[src/rtl/lost_pkg.sv]
// -----------------------------------------------------------------------------
// lost_pkg
//   Shared definitions for the LOST transition-capture buffer.
//   - rd_state_e : drain-side FSM states (IDLE, FETCH, LOAD, SEND).
//   - DEF_WIDTH / DEF_DEPTH : default record width and RAM address bits.
//   - BYTES      : bytes per record at the default width.
//   - rec_bytes  : bytes per record for an arbitrary width.
//   - ptr_diff   : wrap-aware pointer difference used by writer and reader
//                  for count / full / empty.
// -----------------------------------------------------------------------------
package lost_pkg;

  localparam int unsigned DEF_WIDTH = 64;
  localparam int unsigned DEF_DEPTH = 6;
  localparam int unsigned BYTES     = DEF_WIDTH / 8;

  typedef enum logic [1:0] {
    IDLE  = 2'd0,
    FETCH = 2'd1,
    LOAD  = 2'd2,
    SEND  = 2'd3
  } rd_state_e;

  function automatic int unsigned rec_bytes(input int unsigned width);
    return width / 8;
  endfunction

  // Pointers carry one extra wrap bit above the RAM address, so the plain
  // difference modulo 2**ptr_bits distinguishes full (2**(ptr_bits-1)) from
  // empty (0). Callers truncate the result to their pointer width.
  function automatic logic [31:0] ptr_diff(input logic [31:0] wr,
                                           input logic [31:0] rd,
                                           input int unsigned ptr_bits);
    logic [31:0] mask;
    mask = (ptr_bits >= 32) ? '1 : ((32'd1 << ptr_bits) - 32'd1);
    return (wr - rd) & mask;
  endfunction

endpackage

[src/rtl/record_serializer.sv]
// -----------------------------------------------------------------------------
// record_serializer
//   Loads one WIDTH-bit record and presents it as bytes, MSB byte first, on a
//   valid/ready stream. byte_data/byte_valid are registered and held while the
//   sink stalls. last_accept strobes (combinationally) in the cycle whose
//   clock edge accepts the final byte.
//
//   clk         in   clock
//   reset       in   synchronous, active-high
//   load        in   capture load_data and start presenting byte 0
//   load_data   in   WIDTH-bit record
//   byte_ready  in   sink ready
//   byte_data   out  current byte
//   byte_valid  out  byte_data valid
//   last_accept out  final byte is being accepted at this edge
// -----------------------------------------------------------------------------
module record_serializer
  import lost_pkg::*;
#(
  parameter int unsigned WIDTH = DEF_WIDTH
) (
  input  logic             clk,
  input  logic             reset,
  input  logic             load,
  input  logic [WIDTH-1:0] load_data,
  input  logic             byte_ready,
  output logic [7:0]       byte_data,
  output logic             byte_valid,
  output logic             last_accept
);

  localparam int unsigned NBYTES = rec_bytes(WIDTH);
  localparam int unsigned IDX_W  = (NBYTES > 1) ? $clog2(NBYTES) : 1;
  localparam logic [IDX_W-1:0] LAST_IDX = IDX_W'(NBYTES - 1);

  // shift_q holds the bytes not yet presented, left-aligned.
  logic [WIDTH-1:0] shift_q,      shift_d;
  logic [7:0]       byte_data_q,  byte_data_d;
  logic             byte_valid_q, byte_valid_d;
  logic [IDX_W-1:0] idx_q,        idx_d;

  logic accept;

  assign accept      = byte_valid_q && byte_ready;
  assign last_accept = accept && (idx_q == LAST_IDX);

  always_comb begin
    // NOTE: every signal gets its hold value first, so no path leaves one
    // unassigned and no latch is inferred.
    shift_d      = shift_q;
    byte_data_d  = byte_data_q;
    byte_valid_d = byte_valid_q;
    idx_d        = idx_q;

    if (load) begin
      byte_data_d  = load_data[WIDTH-1 -: 8];
      shift_d      = load_data << 8;
      byte_valid_d = 1'b1;
      idx_d        = '0;
    end else if (accept) begin
      if (idx_q == LAST_IDX) begin
        // Final byte gone: drop valid, leave byte_data as last presented.
        byte_valid_d = 1'b0;
        idx_d        = '0;
      end else begin
        byte_data_d = shift_q[WIDTH-1 -: 8];
        shift_d     = shift_q << 8;
        idx_d       = idx_q + IDX_W'(1);
      end
    end
  end

  // NOTE: state is updated with non-blocking assignments so every flop
  // samples the pre-edge values of the others, independent of statement order.
  always_ff @(posedge clk) begin
    if (reset) begin
      // NOTE: the data registers are reset too, so byte_data reads 0 out of
      // reset and a partial record cannot leak after a mid-record reset.
      shift_q      <= '0;
      byte_data_q  <= '0;
      byte_valid_q <= 1'b0;
      idx_q        <= '0;
    end else begin
      shift_q      <= shift_d;
      byte_data_q  <= byte_data_d;
      byte_valid_q <= byte_valid_d;
      idx_q        <= idx_d;
    end
  end

  assign byte_data  = byte_data_q;
  assign byte_valid = byte_valid_q;

endmodule

[src/rtl/logbuf_reader.sv]
// -----------------------------------------------------------------------------
// logbuf_reader
//   Drain side of the LOST capture buffer. Follows the writer's pointer around
//   the circular RAM, reads each completed record through port B (one-cycle
//   registered read) and streams it out MSB byte first. Owns rd_ptr, which the
//   writer uses for full detection.
//
//   clk        in   clock (writer, RAM port B and host link share it)
//   reset      in   synchronous, active-high
//   enable     in   permits starting a new record
//   wr_ptr     in   writer next-write pointer, MSB = wrap bit
//   rd_ptr     out  next record to read, MSB = wrap bit
//   count      out  wr_ptr - rd_ptr modulo 2**(DEPTH+1)
//   empty      out  count == 0
//   ram_addr   out  port B address (= rd_ptr[DEPTH-1:0])
//   ram_dout   in   port B registered read data
//   byte_data  out  current byte
//   byte_valid out  byte_data valid
//   byte_ready in   sink ready
//   rec_done   out  one-cycle pulse after a record's last byte is accepted
// -----------------------------------------------------------------------------
module logbuf_reader
  import lost_pkg::*;
#(
  parameter int unsigned WIDTH = DEF_WIDTH,
  parameter int unsigned DEPTH = DEF_DEPTH
) (
  input  logic             clk,
  input  logic             reset,
  input  logic             enable,
  input  logic [DEPTH:0]   wr_ptr,
  output logic [DEPTH:0]   rd_ptr,
  output logic [DEPTH:0]   count,
  output logic             empty,
  output logic [DEPTH-1:0] ram_addr,
  input  logic [WIDTH-1:0] ram_dout,
  output logic [7:0]       byte_data,
  output logic             byte_valid,
  input  logic             byte_ready,
  output logic             rec_done
);

  rd_state_e      state_q,    state_d;
  logic [DEPTH:0] rd_ptr_q,   rd_ptr_d;
  logic           rec_done_q, rec_done_d;

  logic load;
  logic last_accept;

  assign count    = (DEPTH + 1)'(ptr_diff(32'(wr_ptr), 32'(rd_ptr_q), DEPTH + 1));
  assign empty    = (count == '0);
  // The address only moves when rd_ptr moves (on return to IDLE), so it is
  // stable through FETCH and LOAD and the RAM output in LOAD is this record.
  assign ram_addr = rd_ptr_q[DEPTH-1:0];
  assign load     = (state_q == LOAD);

  always_comb begin
    state_d    = state_q;
    rd_ptr_d   = rd_ptr_q;
    rec_done_d = 1'b0;

    unique case (state_q)
      IDLE: begin
        if (enable && !empty) state_d = FETCH;
      end
      FETCH: begin
        // RAM registers ram_dout at the edge leaving FETCH.
        state_d = LOAD;
      end
      LOAD: begin
        state_d = SEND;
      end
      SEND: begin
        // enable and wr_ptr are ignored here; the record always completes.
        if (last_accept) begin
          rd_ptr_d   = rd_ptr_q + (DEPTH + 1)'(1);
          rec_done_d = 1'b1;
          state_d    = IDLE;
        end
      end
      default: state_d = IDLE;
    endcase
  end

  always_ff @(posedge clk) begin
    if (reset) begin
      state_q    <= IDLE;
      rd_ptr_q   <= '0;
      rec_done_q <= 1'b0;
    end else begin
      state_q    <= state_d;
      rd_ptr_q   <= rd_ptr_d;
      rec_done_q <= rec_done_d;
    end
  end

  record_serializer #(
    .WIDTH (WIDTH)
  ) u_serializer (
    .clk         (clk),
    .reset       (reset),
    .load        (load),
    .load_data   (ram_dout),
    .byte_ready  (byte_ready),
    .byte_data   (byte_data),
    .byte_valid  (byte_valid),
    .last_accept (last_accept)
  );

  assign rd_ptr   = rd_ptr_q;
  assign rec_done = rec_done_q;

endmodule

[config.mk]
export PLATFORM = sky130hd
export DESIGN_NAME = logbuf_reader
export DESIGN_NICKNAME = d
export VERILOG_FILES = /design/src/rtl/lost_pkg.sv /design/src/rtl/record_serializer.sv /design/src/rtl/logbuf_reader.sv
export SDC_FILE = /design/constraint.sdc
export NUM_CORES = 1
export LEC_CHECK = 0
export BUFFER_PORTS_ARGS = -buffer_cell sky130_fd_sc_hd__buf_2
export CAP_MARGIN = 10
export CORE_UTILIZATION = 40
export CTS_CLUSTER_SIZE = 14
export DETAILED_ROUTE_END_ITERATION = 8
export PLACE_DENSITY = 0.75
export SLEW_MARGIN = 0
export SYNTH_ARGS = -nofsm -noshare
export SYNTH_HDL_FRONTEND = slang
export SYNTH_SLANG_ARGS = --single-unit
export TNS_END_PERCENT = 5
[constraint.sdc]
create_clock -name clk -period 5.4 [get_ports clk]
set_input_delay 0.81 -clock clk [delete_from_list [all_inputs] [get_ports clk]]
set_output_delay 0.81 -clock clk [all_outputs]
set_load 0.01 [all_outputs]
==> PnR_summary.wiki <==
{| class="wikitable"
! Metric !! Value
|-
| Status || completed
|-
| Antenna violations before repair || 0
|-
| Most frequent cells after synthesis || sky130_fd_sc_hd__nor2_1 (142), sky130_fd_sc_hd__dfxtp_1 (78), sky130_fd_sc_hd__a21oi_1 (69)
|-
| Final total power || 1.78 mW
|-
| Largest net degree at the start of global routing || 92
|-
| Starting Density || 41.2%
|-
| Largest fanout of any net on the critical path || 2
|-
| Via total after detailed routing || 3258
|-
| Placed instance count || 668
|-
| Accumulated negative setup slack || 0 ns
|-
| Cell types with the largest area share after synthesis || sky130_fd_sc_hd__dfxtp_1 (41%), sky130_fd_sc_hd__mux2i_1 (16%), sky130_fd_sc_hd__nor2_1 (14%)
|-
| Fill cell total of the finished layout || 900
|-
| Yosys warning total || 0
|-
| Kind of capture point of the worst setup path || output pin
|-
| Biggest area consumer among synthesized cells || sky130_fd_sc_hd__dfxtp_1
|-
| Row Count || 35
|-
| # DRC || 0
|-
| Vias per Instance || 4.78
|-
| Pleak || 2.42 nW
|-
| Antenna-violating nets left || 0
|-
| Avg WL per Cell || 12.1 um
|-
| Clock buffers created by TritonCTS || 9
|-
| Latest clock arrival within the worst-skew pair || 0.34 ns
|-
| Post-Synthesis Cells || 469
|-
| Net Switching || 0.611 mW
|-
| Via count of the first global-routing pass || 3064
|-
| GR Overflow Total || 0
|-
| Cts-stage hold buffer count || 0
|-
| Wire length of the first global-routing pass || 13.9 mm
|-
| Boundary pin count || 106
|-
| Hold Crit Class || flop to flop
|-
| Number of input and output port buffers inserted || 105
|-
| Net Count, Synth || 558
|-
| Clock edge transition at the registers on the reported setup and hold paths || 0.07 ns
|-
| Maximum clock insertion buffer count || 2
|-
| Share of Yosys cell area claimed by the top area cell type || 41.1%
|-
| Fraction of layout cells with a size suffix above 1 || 22.2%
|-
| Number of max-slew violations in the final report || 0
|-
| Number of flops mapped to enable cells by yosys || 0
|-
| Highest clock frequency the design can meet || 0.264 GHz
|-
| Clock tree from TritonCTS || built
|-
| Portion of total power attributed to sequential cells || 43.1%
|-
| Number of nets in the finished design || 639
|-
| Setup-failing EPs final || 0
|-
| Setup slack of the worst register-to-register path || 2.65 ns
|-
| Critical path startpoint category || input port
|-
| Internal Dissipation || 1.17 mW
|-
| IR drop worst, VDD || 0.181 mV
|-
| Final critical-path share of the clock period || 70.1%
|-
| Clock power share || 24.1%
|-
| Post-CTS Setup Inserts || 0
|-
| Count of cell types in the netlist || 30
|-
| Final-layout worst hold slack || 0.515 ns
|-
| DRC violation total after the first TritonRoute iteration || 116
|-
| Final Worst Setup Slack || 1.62 ns
|-
| Start of the worst register-to-register path || rd_ptr[0]
|-
| Syn Std Cell Area || 3800 sq um
|-
| Final critical-path required period || 3.78 ns
|-
| Final WL || 8.27 mm
|-
| Area Overhead vs Synth || 19.4%
|-
| Power per unit of standard cell area || 392 nW/um^2
|-
| Worst Hold Path EP || state_q[0]
|-
| Critical path type || input port to output pin
|-
| Antenna diodes || 0
|-
| Cells on Worst Hold Path || 2
|-
| Data arrival, critical path || 2.97 ns
|-
| Number of max-capacitance violations reported || 0
|-
| Launch instance of the worst min-delay path || state_q[0]
|-
| Clock skew after layout || 0.00798 ns
|-
| Post-synthesis sequential area ratio || 41.1%
|-
| Global placement routability congestion || 0.836
|-
| Slew at the pin closest to its max-slew limit || 1.11 ns
|-
| Worst slack, placed || 1.61 ns
|-
| Die height || 99.5 um
|-
| Finished layout cell area || 4540 sq um
|-
| Predominant post-synthesis flop cell || sky130_fd_sc_hd__dfxtp_1
|-
| Core box area || 9240 sq um
|-
| Detailed Place HPWL || 5.73 mm
|-
| Critical Path RT || 4.59 ns
|-
| Most used standard cell by instance count after synthesis || sky130_fd_sc_hd__nor2_1
|-
| Post_cts resized || 0
|-
| RSZ-0062 raised after global routing || false
|-
| Maximum level of the CTS H-tree || 3
|-
| Clk root buf || sky130_fd_sc_hd__clkbuf_8
|-
| Utilization after layout || 49.2%
|-
| Async set or reset register ratio after synthesis || 0%
|-
| Logic depth of the worst register-to-register path || 9
|-
| Worst relative slew slack || 26.2%
|-
| Die area || 9900 sq um
|-
| Number of failing hold endpoints at the final stage || 0
|-
| Placed instance area || 4350 sq um
|-
| DIE WIDTH || 99.5 um
|-
| Final Instance Count excl. Fillers || 682
|-
| Comb power frac || 32.8%
|-
| Sink Count || 78
|-
| Capturing point of the worst reg2reg path || state_q[0]
|-
| Sw Ratio || 34.3%
|-
| Mean post-synth cell area || 8.11 sq um
|-
| Total global routing track utilization || 17.5%
|-
| FF+latch count, synth || 78
|-
| Length of the first detailed-routing pass in iterations || 6
|}
per-layer routing:
| metal | vias up | wire (um) | track usage [%] | share of wire (%) |
|---|---|---|---|---|
| li1 | 1717 | - | - | - |
| met1 | 1458 | 3850 | 21.5 | 47 |
| met2 | 76 | 3860 | 29.1 | 47 |
| met3 | 7 | 491 | 6.68 | 5.9 |
| met4 | 0 | 62 | 3.85 | 0.75 |
| met5 | - | 0 | 0 | 0 |
cell families after synthesis:
kind of cell,count (synthesis),share of synthesized area [%]
XOR/XNOR,11,2.53
flip-flops,78,41.1
AO/OA/AOI/OAI,77,11.0
buffers and inverters,48,5.49
multiplexers,61,16.1
adder cells (fa/ha/maj),14,4.80
AND/OR/NAND/NOR,180,19.1
registers in the layout, summed over array words and instances, names as in the netlist:
name                     flops
u_serializer.idx_q           3
state_q                      2
u_serializer.byte_data       8
rec_done                     1
rd_ptr                       7
u_serializer.byte_valid      1
u_serializer.shift_q        56
worst max path at each step:
stage                    from  cells after the start  slack (ns)    end
finish              wr_ptr[0]                     11        1.62  empty
global route        wr_ptr[0]                     11        1.49  empty
CTS                 wr_ptr[0]                     11        1.61  empty
detailed placement  wr_ptr[0]                     11        1.61  empty
global placement    wr_ptr[0]                     11        1.73  empty
floorplan           wr_ptr[0]                      9        1.86  empty
critical path: stages:
cell and delay, ns:
sky130_fd_sc_hd__buf_2 0.10, sky130_fd_sc_hd__inv_1 0.05, sky130_fd_sc_hd__ha_1 0.16, sky130_fd_sc_hd__inv_1 0.06, sky130_fd_sc_hd__fa_1 0.41, sky130_fd_sc_hd__a211oi_2 0.25, sky130_fd_sc_hd__nor2_1 0.10, sky130_fd_sc_hd__xor2_1 0.15
sky130_fd_sc_hd__or4_1 0.58, sky130_fd_sc_hd__nor3_1 0.15, sky130_fd_sc_hd__buf_2 0.16
cell type report:
class	instances	area, sq um	share of cell area [%]
inverter	11	41.3	0.909
timing repair buffer	107	541	11.9
clock inverter	1	30.0	0.661
clock buffer	13	159	3.50
sequential	78	1560	34.4
multi-input combinational	343	2050	45.1
tap	129	161	3.55
layout by cell type, fill, tap and decap left out:
| cell | instances |
|---|---|
| sky130_fd_sc_hd__nor3b_1 | 1 |
| sky130_fd_sc_hd__a211oi_2 | 1 |
| sky130_fd_sc_hd__a21oi_1 | 69 |
| sky130_fd_sc_hd__mux2i_1 | 61 |
| sky130_fd_sc_hd__nor2b_1 | 4 |
| sky130_fd_sc_hd__or3_1 | 1 |
| sky130_fd_sc_hd__a221oi_1 | 1 |
| sky130_fd_sc_hd__clkbuf_1 | 2 |
| sky130_fd_sc_hd__nand2_1 | 14 |
| sky130_fd_sc_hd__nor3_1 | 4 |
| sky130_fd_sc_hd__nor2_1 | 142 |
| sky130_fd_sc_hd__o21ai_0 | 1 |
| sky130_fd_sc_hd__o21bai_1 | 2 |
| sky130_fd_sc_hd__o22ai_2 | 1 |
| sky130_fd_sc_hd__xnor2_1 | 7 |
| sky130_fd_sc_hd__dfxtp_1 | 78 |
| sky130_fd_sc_hd__o221ai_1 | 1 |
| sky130_fd_sc_hd__buf_4 | 2 |
| sky130_fd_sc_hd__or2_1 | 1 |
| sky130_fd_sc_hd__bufinv_16 | 1 |
| sky130_fd_sc_hd__ha_1 | 12 |
| sky130_fd_sc_hd__inv_1 | 11 |
| sky130_fd_sc_hd__or2_4 | 1 |
| sky130_fd_sc_hd__buf_2 | 105 |
| sky130_fd_sc_hd__nand3_1 | 5 |
| sky130_fd_sc_hd__clkbuf_8 | 11 |
| sky130_fd_sc_hd__fa_1 | 1 |
| sky130_fd_sc_hd__xor2_1 | 4 |
| sky130_fd_sc_hd__o31a_1 | 1 |
| sky130_fd_sc_hd__nand2b_1 | 4 |
| sky130_fd_sc_hd__or4_1 | 1 |
| sky130_fd_sc_hd__ha_4 | 1 |
| sky130_fd_sc_hd__nand4_1 | 2 |
power by group through the flow:
| stage | combinational, mW | clock (mW) | sequential [mW] |
|---|---|---|---|
| global route | 0.670 | 0.471 | 0.782 |
| detailed placement | 0.584 | 0 | 0.781 |
| CTS | 0.589 | 0.442 | 0.768 |
| finish | 0.584 | 0.429 | 0.766 |
| global placement | 0.564 | 0 | 0.776 |
| floorplan | 0.464 | 0 | 0.760 |
Note: power is estimated with default switching activity, not from simulation.
